File: config.mk
export PLATFORM = sky130hd
export DESIGN_NAME = i2c_burst_reader
export DESIGN_NICKNAME = d
export VERILOG_FILES = /design/src/rtl/i2c_pkg.sv /design/src/rtl/i2c_tick_gen.sv /design/src/rtl/i2c_burst_reader.sv
export SDC_FILE = /design/constraint.sdc
export NUM_CORES = 1
export LEC_CHECK = 0
export CORE_ASPECT_RATIO = 0.6
export CORE_MARGIN = 3
export CORE_UTILIZATION = 52
export DETAILED_ROUTE_END_ITERATION = 10
export GPL_TIMING_DRIVEN = 0
export PLACE_DENSITY = 0.85
export SYNTH_ARGS = -nofsm -noshare
export SYNTH_HDL_FRONTEND = slang
export SYNTH_SLANG_ARGS = --single-unit
File: constraint.sdc
create_clock -name clk -period 3.1 [get_ports clk]
set_input_delay 0.465 -clock clk [delete_from_list [all_inputs] [get_ports clk]]
set_output_delay 0.465 -clock clk [all_outputs]
set_load 0.01 [all_outputs]
File: src/rtl/i2c_pkg.sv
// Shared definitions for the I2C burst reader: FSM encoding, sensor address,
// default burst limit and the burst-length clamp helper.
// Optional watchdog feature in the top level is enabled by I2C_BURST_TIMEOUT_EN.
package i2c_pkg;

    typedef enum logic [2:0] {
        ST_IDLE      = 3'd0,
        ST_WR_PTR    = 3'd1,
        ST_RD_REQ    = 3'd2,
        ST_RD_LAST   = 3'd3,
        ST_WAIT_STOP = 3'd4,
        ST_FINISH    = 3'd5
    } state_t;

    // 7-bit sensor address as seen by the I2C master.
    localparam logic [7:0] DEVICE_ADDRESS    = 8'h68;
    localparam int         MAX_BYTES_DEFAULT = 8;
    localparam int         WDOG_W            = 16;

    // A request of 0 bytes still reads one; anything past the limit is cut to it.
    function automatic logic [3:0] clamp_count(input logic [3:0] req, input int max_bytes);
        if (req == 4'd0) begin
            return 4'd1;
        end
        if (int'(req) > max_bytes) begin
            return 4'(max_bytes);
        end
        return req;
    endfunction

endpackage

File: src/rtl/i2c_tick_gen.sv
// Free-running divider producing a one-cycle tick every CLK_DIV system clocks.
// The tick is high while the count is 0 and is held low during reset.
module i2c_tick_gen #(
    parameter int CLK_DIV = 250
) (
    input  logic clk,
    input  logic sync_reset_i,
    output logic tick_o
);

    localparam int CW = (CLK_DIV > 1) ? $clog2(CLK_DIV) : 1;

    logic [CW-1:0] cnt_q, cnt_d;

    // Next count: wrap at CLK_DIV-1.
    always_comb begin
        cnt_d = cnt_q + 1'b1;
        if (cnt_q == CW'(CLK_DIV - 1)) begin
            cnt_d = '0;
        end
    end

    // Counter register.
    always_ff @(posedge clk) begin
        if (sync_reset_i) begin
            cnt_q <= '0;
        end else begin
            cnt_q <= cnt_d;
        end
    end

    assign tick_o = (cnt_q == '0) && !sync_reset_i;

endmodule

File: src/rtl/i2c_burst_reader.sv
// Burst register reader in front of a byte-level I2C master: writes the
// register pointer, then issues byte_count reads, dropping the read request
// before the last byte so the master NACKs it, and streams bytes out.
// Define I2C_BURST_TIMEOUT_EN to add a 16-bit watchdog that aborts a stuck burst.
module i2c_burst_reader
    import i2c_pkg::*;
#(
    parameter int CLK_DIV   = 250,
    parameter int MAX_BYTES = MAX_BYTES_DEFAULT
) (
    input  logic       clk,
    input  logic       sync_reset,
    input  logic       start,
    input  logic [7:0] reg_addr,
    input  logic [3:0] byte_count,
    output logic       busy,
    output logic       done,
    output logic       error,
    output logic [7:0] rd_data,
    output logic [2:0] rd_index,
    output logic       rd_valid,
    output logic       internal_clk,
    output logic [7:0] m_data_in,
    output logic       m_write_enable,
    output logic       m_read_enable,
    output logic       m_sync_reset,
    input  logic       m_queued,
    input  logic       m_data_valid,
    input  logic       m_nack,
    input  logic       m_stop,
    input  logic [7:0] m_data_out
);

    state_t     state_q, state_d;
    logic [7:0] addr_q, addr_d;
    logic [3:0] count_q, count_d;
    logic [3:0] q_cnt_q, q_cnt_d;
    logic [2:0] byte_cnt_q, byte_cnt_d;
    logic [7:0] rd_data_q, rd_data_d;
    logic [2:0] rd_index_q, rd_index_d;
    logic       rd_valid_q, rd_valid_d;
    logic       error_q, error_d;
    logic       timeout_hit;
    logic       in_burst;

    assign in_burst = (state_q == ST_WR_PTR) || (state_q == ST_RD_REQ) ||
                      (state_q == ST_RD_LAST) || (state_q == ST_WAIT_STOP);

    i2c_tick_gen #(
        .CLK_DIV(CLK_DIV)
    ) u_tick (
        .clk         (clk),
        .sync_reset_i(sync_reset),
        .tick_o      (internal_clk)
    );

`ifdef I2C_BURST_TIMEOUT_EN
    logic [WDOG_W-1:0] wdog_q, wdog_d;
    logic              abort_q;

    // Watchdog: counts cycles spent inside a burst, saturating at all-ones.
    always_comb begin
        wdog_d = '0;
        if (in_burst) begin
            wdog_d = (wdog_q == {WDOG_W{1'b1}}) ? wdog_q : wdog_q + 1'b1;
        end
    end

    assign timeout_hit = in_burst && (wdog_q == {WDOG_W{1'b1}});

    // Watchdog register and one-cycle master abort pulse.
    always_ff @(posedge clk) begin
        if (sync_reset) begin
            wdog_q  <= '0;
            abort_q <= 1'b0;
        end else begin
            wdog_q  <= wdog_d;
            abort_q <= timeout_hit;
        end
    end

    assign m_sync_reset = sync_reset | abort_q;
`else
    assign timeout_hit  = 1'b0;
    assign m_sync_reset = sync_reset;
`endif

    // Next-state, byte capture and status bookkeeping.
    always_comb begin
        state_d    = state_q;
        addr_d     = addr_q;
        count_d    = count_q;
        q_cnt_d    = q_cnt_q;
        byte_cnt_d = byte_cnt_q;
        rd_data_d  = rd_data_q;
        rd_index_d = rd_index_q;
        rd_valid_d = 1'b0;
        error_d    = error_q;

        // Bytes are accepted in every burst state, including the final
        // one that arrives alongside (or after) the read request drop.
        if (in_burst && m_data_valid) begin
            rd_data_d  = m_data_out;
            rd_index_d = byte_cnt_q;
            byte_cnt_d = byte_cnt_q + 3'd1;
            rd_valid_d = 1'b1;
        end

        case (state_q)
            ST_IDLE: begin
                if (start) begin
                    addr_d     = reg_addr;
                    count_d    = clamp_count(byte_count, MAX_BYTES);
                    q_cnt_d    = 4'd0;
                    byte_cnt_d = 3'd0;
                    error_d    = 1'b0;
                    state_d    = ST_WR_PTR;
                end
            end
            ST_WR_PTR: begin
                if (m_nack) begin
                    error_d = 1'b1;
                    state_d = m_stop ? ST_FINISH : ST_WAIT_STOP;
                end else if (m_queued) begin
                    state_d = ST_RD_REQ;
                end
            end
            ST_RD_REQ: begin
                if (m_nack) begin
                    error_d = 1'b1;
                    state_d = m_stop ? ST_FINISH : ST_WAIT_STOP;
                end else if (m_queued) begin
                    q_cnt_d = q_cnt_q + 4'd1;
                    // Releasing the request now makes the master NACK this byte.
                    if (q_cnt_q + 4'd1 == count_q) begin
                        state_d = ST_RD_LAST;
                    end
                end
            end
            ST_RD_LAST: begin
                if (m_nack) begin
                    error_d = 1'b1;
                    state_d = m_stop ? ST_FINISH : ST_WAIT_STOP;
                end else if (m_stop) begin
                    state_d = ST_FINISH;
                end
            end
            ST_WAIT_STOP: begin
                if (m_nack) begin
                    error_d = 1'b1;
                end
                if (m_stop) begin
                    state_d = ST_FINISH;
                end
            end
            ST_FINISH: begin
                state_d = ST_IDLE;
            end
            default: begin
                state_d = ST_IDLE;
            end
        endcase

        if (timeout_hit) begin
            error_d = 1'b1;
            state_d = ST_FINISH;
        end
    end

    // State and datapath registers.
    always_ff @(posedge clk) begin
        if (sync_reset) begin
            state_q    <= ST_IDLE;
            addr_q     <= 8'd0;
            count_q    <= 4'd0;
            q_cnt_q    <= 4'd0;
            byte_cnt_q <= 3'd0;
            rd_data_q  <= 8'd0;
            rd_index_q <= 3'd0;
            rd_valid_q <= 1'b0;
            error_q    <= 1'b0;
        end else begin
            state_q    <= state_d;
            addr_q     <= addr_d;
            count_q    <= count_d;
            q_cnt_q    <= q_cnt_d;
            byte_cnt_q <= byte_cnt_d;
            rd_data_q  <= rd_data_d;
            rd_index_q <= rd_index_d;
            rd_valid_q <= rd_valid_d;
            error_q    <= error_d;
        end
    end

    assign busy           = (state_q != ST_IDLE);
    assign done           = (state_q == ST_FINISH);
    assign error          = error_q;
    assign rd_data        = rd_data_q;
    assign rd_index       = rd_index_q;
    assign rd_valid       = rd_valid_q;
    assign m_data_in      = addr_q;
    assign m_write_enable = (state_q == ST_WR_PTR);
    assign m_read_enable  = (state_q == ST_RD_REQ);

endmodule

==> metrics.log <==
[metrics] cell at the root of the clock tree: sky130_fd_sc_hd__clkbuf_8
[metrics] Gate power share: 38.5%
[metrics] Starting Density: 58.15%
[metrics] final setup skew: 0.002585 ns
[metrics] net total in the final layout: 310
[metrics] maximum number of pins on one net before global-route repair: 13
[metrics] die outline area: 4705 um2
[metrics] DRT iter0 DRCs: 50
[metrics] fraction of layout instances using a drive strength above 1: 9.677%
[metrics] overflow left after global routing: 0
[metrics] post-detailed-route wirelength per cell: 13.14 um
[metrics] primary flip-flop cell chosen by synthesis mapping: sky130_fd_sc_hd__dfxtp_1
[metrics] area of the mapped netlist: 2026 um2
[metrics] met1 Resource Use GR: 24.89%
[metrics] async set-reset flop share out of synthesis: 0%
[metrics] GRT Max-Usage Layer: met2
[metrics] worst-margin pin slew: 0.5543 ns
[metrics] post-cts resize count: 0
[metrics] post-CTS setup-driven buffer insertion count: 0
[metrics] internal power component: 1.096 mW
[metrics] Final ANT Viol Nets: 0
[metrics] Critical Path End Type: output port
[metrics] fin area: 2674 um2
[metrics] data required time at the worst endpoint: 2.63 ns
[metrics] number of nets produced by synthesis: 252
[metrics] Mapped Avg Cell Area: 9.208 um2
[metrics] post-route clock period utilization: 72.04%
[metrics] unrepaired setup endpoints after global routing: false
[metrics] height of the die: 54.35 um
[metrics] FF+latch count, synth: 43
[metrics] Detail Placement HPWL: 3165 um
[metrics] setup TNS: 0 ns
[metrics] Final Hold Vio Count: 0
[metrics] portion of total power attributed to sequential cells: 40.6%
[metrics] library cell contributing the largest single delay on the critical path: sky130_fd_sc_hd__clkdlybuf4s50_1
[metrics] non-filler cells in the finished layout: 324
[metrics] area share of the largest cell type after synthesis: 42.50%
[metrics] boundary pin count: 54
[metrics] DR vias: 1,667
[metrics] H-tree Lvls: 2
[metrics] worst vdd rail ir drop: 0.3908 mV
[metrics] routability-driven placement congestion ratio: 0.8028
[metrics] cell row count: 16
[metrics] Antenna Diode Count: 0
[metrics] Synth cell types: 43
[metrics] net switching power: 0.5532 mW
[metrics] highest achievable clock rate: 447.8 MHz
[metrics] endpoints failing setup: 0
[metrics] critical path type: reg2out
[metrics] most frequent cell after synthesis: sky130_fd_sc_hd__dfxtp_1
[metrics] placed insts: 316
[metrics] run status: complete, no violations
[metrics] hold bufs inserted after CTS: 0
[metrics] latest clock arrival within the worst-skew pair: 0.29 ns
[metrics] dominant cells by area after synthesis: sky130_fd_sc_hd__dfxtp_1 42%, sky130_fd_sc_hd__mux2i_1 7.4%, sky130_fd_sc_hd__nand2_1 5.0%
[metrics] Slew Limit Fails: 0
[metrics] sequential share of the synthesized area: 42.50%
[metrics] Clock power frac: 21.0%
[metrics] Post-Synthesis Cells: 220
[metrics] power density relative to cell area: 616.8 nW/um2
[metrics] final wirelength: 4258 um
[metrics] global-route track usage on met2: 30.08%
[metrics] vias per std cell: 5.145
[metrics] clock buffer depth: 2
[metrics] post-layout minimum cycle time: 2.233 ns
[metrics] Core Box Area: 3483 um2
[metrics] clock tree sinks: 43
[metrics] commonest cells in the synthesized netlist: 43 x sky130_fd_sc_hd__dfxtp_1, 27 x sky130_fd_sc_hd__nand2_1, 23 x sky130_fd_sc_hd__nor2_1
[metrics] synth warn: 0
[metrics] normalized max-slew margin: 62.82%
[metrics] number of antenna violations at the first check in global routing: 0
[metrics] buffers added on ports: 51
[metrics] routing usage on met3: 5.865%
[metrics] global-route wire length before repair: 6906 um
[metrics] placed cell areas: 2592 um2
[metrics] delay contributed by the slowest stage of the critical path: 0.57 ns
[metrics] P_leak: 1.063 nW
[metrics] number of max-cap violations: 0
[metrics] worst min path class: reg2reg
[metrics] clock-pin transition on the worst setup and hold timing paths: 0.08 ns
[metrics] number of enable-type register cells in the synthesized netlist: 0
[metrics] cells traversed along the worst timing path: buf_6 -> nor3b_1 -> clkdlybuf4s50_1
[metrics] TritonRoute pass-1 iters: 4
[metrics] number of clock buffers inserted by TritonCTS: 5
[metrics] highest fanout seen on the critical path: 10
[metrics] total DRC errors in the routed layout: 0
[metrics] CTS tree: yes
[metrics] arrival time at the worst endpoint: 1.77 ns
[metrics] die width: 86.58 um
[metrics] Synth-to-Final Area Change: 31.99%
[metrics] total routing usage reported by global routing: 18.94%
[metrics] Switching Fraction: 33.54%
[metrics] type of element launching the critical path: register
[metrics] biggest area consumer among synthesized cells: sky130_fd_sc_hd__dfxtp_1
[metrics] via count of the first global-routing pass: 1,552
[routing by layer]
layer	wire length [um]	vias up
met5	0	-
met4	42	0
met3	209	4
met2	1784	35
met1	2222	761
li1	-	867
[critical path: cells and delay by family, from the launching register on]
| family | cells | cell delay, ns |
|---|---|---|
| AND/OR/NAND/NOR | 1 | 0.19 |
| flip-flops | 1 | 0.52 |
| buffers and inverters | 2 | 0.77 |
[kinds of logic (layout without fill, tap and decap cells)]
logic type / count (synthesis) / count (layout) / synth area share [%]
flops: 43 / 43 / 42.50
xor+xnor: 12 / 12 / 6.300
simple gates: 94 / 94 / 26.19
fa+ha+maj: 5 / 5 / 3.088
buf+inv: 18 / 77 / 5.126
compound gates: 33 / 33 / 9.389
mux: 15 / 15 / 7.412
[area by class of cell]
class / instances / area (um2)
Buffer: 12 / 81.33
Sequential cell: 43 / 860.8
Multi-Input combinational cell: 159 / 1061
Fill cell: 240 / 809.5
Clock buffer: 7 / 76.32
Clock inverter: 1 / 5.005
Inverter: 6 / 22.52
Timing Repair Buffer: 51 / 510.5
Tap cell: 45 / 56.30
[path summary, 6_finish.rpt]
check / from / to / slack, ns / depth (start not counted)
max reg2reg: state_q[1] / state_q[1] / 1.53 / 4
max: state_q[2] / done / 0.87 / 3
min reg2reg: m_data_in[0] / m_data_in[0] / 0.46 / 2
min: m_data_in[0] / m_data_in[0] / 0.46 / 2
[power groups by stage]
stage	Clock, mW	Sequential (mW)	Combinational [mW]
CTS	0.350	0.670	0.636
detailed placement	0	0.682	0.634
floorplan	0	0.696	0.392
global placement	0	0.680	0.626
global route	0.374	0.678	0.691
finish	0.346	0.669	0.634
[cell usage in the layout (no fill, tap or decap), types with 2 or more instances in the layout]
cell | synthesis | routed
sky130_fd_sc_hd__clkdlybuf4s50_1 | 0 | 51
sky130_fd_sc_hd__dfxtp_1 | 43 | 43
sky130_fd_sc_hd__nand2_1 | 27 | 27
sky130_fd_sc_hd__nor2_1 | 23 | 23
sky130_fd_sc_hd__a21oi_1 | 20 | 20
sky130_fd_sc_hd__mux2i_1 | 15 | 15
sky130_fd_sc_hd__nor3_1 | 8 | 8
sky130_fd_sc_hd__nand3_1 | 7 | 7
sky130_fd_sc_hd__clkbuf_1 | 4 | 6
sky130_fd_sc_hd__xor2_1 | 6 | 6
sky130_fd_sc_hd__inv_1 | 5 | 5
sky130_fd_sc_hd__ha_1 | 5 | 5
sky130_fd_sc_hd__clkbuf_8 | 0 | 5
sky130_fd_sc_hd__nand3b_1 | 4 | 4
sky130_fd_sc_hd__xnor2_1 | 4 | 4
sky130_fd_sc_hd__buf_4 | 3 | 3
sky130_fd_sc_hd__buf_6 | 3 | 3
sky130_fd_sc_hd__nor2b_1 | 3 | 3
sky130_fd_sc_hd__o21ai_0 | 3 | 3
sky130_fd_sc_hd__or3_1 | 3 | 3
sky130_fd_sc_hd__nor3_2 | 2 | 2
sky130_fd_sc_hd__buf_2 | 2 | 2
sky130_fd_sc_hd__nor4b_4 | 2 | 2
sky130_fd_sc_hd__a21oi_2 | 2 | 2
sky130_fd_sc_hd__a31oi_1 | 2 | 2
sky130_fd_sc_hd__nand4_1 | 2 | 2
sky130_fd_sc_hd__and2_1 | 2 | 2
sky130_fd_sc_hd__o21ai_1 | 2 | 2
sky130_fd_sc_hd__and3_1 | 2 | 2
[state kept, by name (all words and copies together), names as in the netlist]
| register | cells |
|---|---|
| byte_cnt_q | 3 |
| count_q | 4 |
| state_q | 3 |
| m_data_in | 8 |
| rd_data | 8 |
| rd_index | 3 |
| q_cnt_q | 4 |
| rd_valid | 1 |
| error | 1 |
| u_tick.cnt_q | 8 |
[through the flow]
step | hold slack, ns | worst slack, ns | power, mW | utilization, %
6_report | 0.4558 | 0.8669 | 1.649 | 76.76
4_1_cts | 0.4563 | 0.8543 | 1.656 | 76.76
3_3_place_gp | 0.4437 | 1.073 | 1.306 | 74.43
3_5_place_dp | 0.4453 | 1.069 | 1.315 | 74.43
5_1_grt | 0.4891 | 0.7784 | 1.742 | 76.76
2_1_floorplan | 0.4436 | 1.640 | 1.089 | -
No activity file was read; power rests on OpenSTA's default activity.
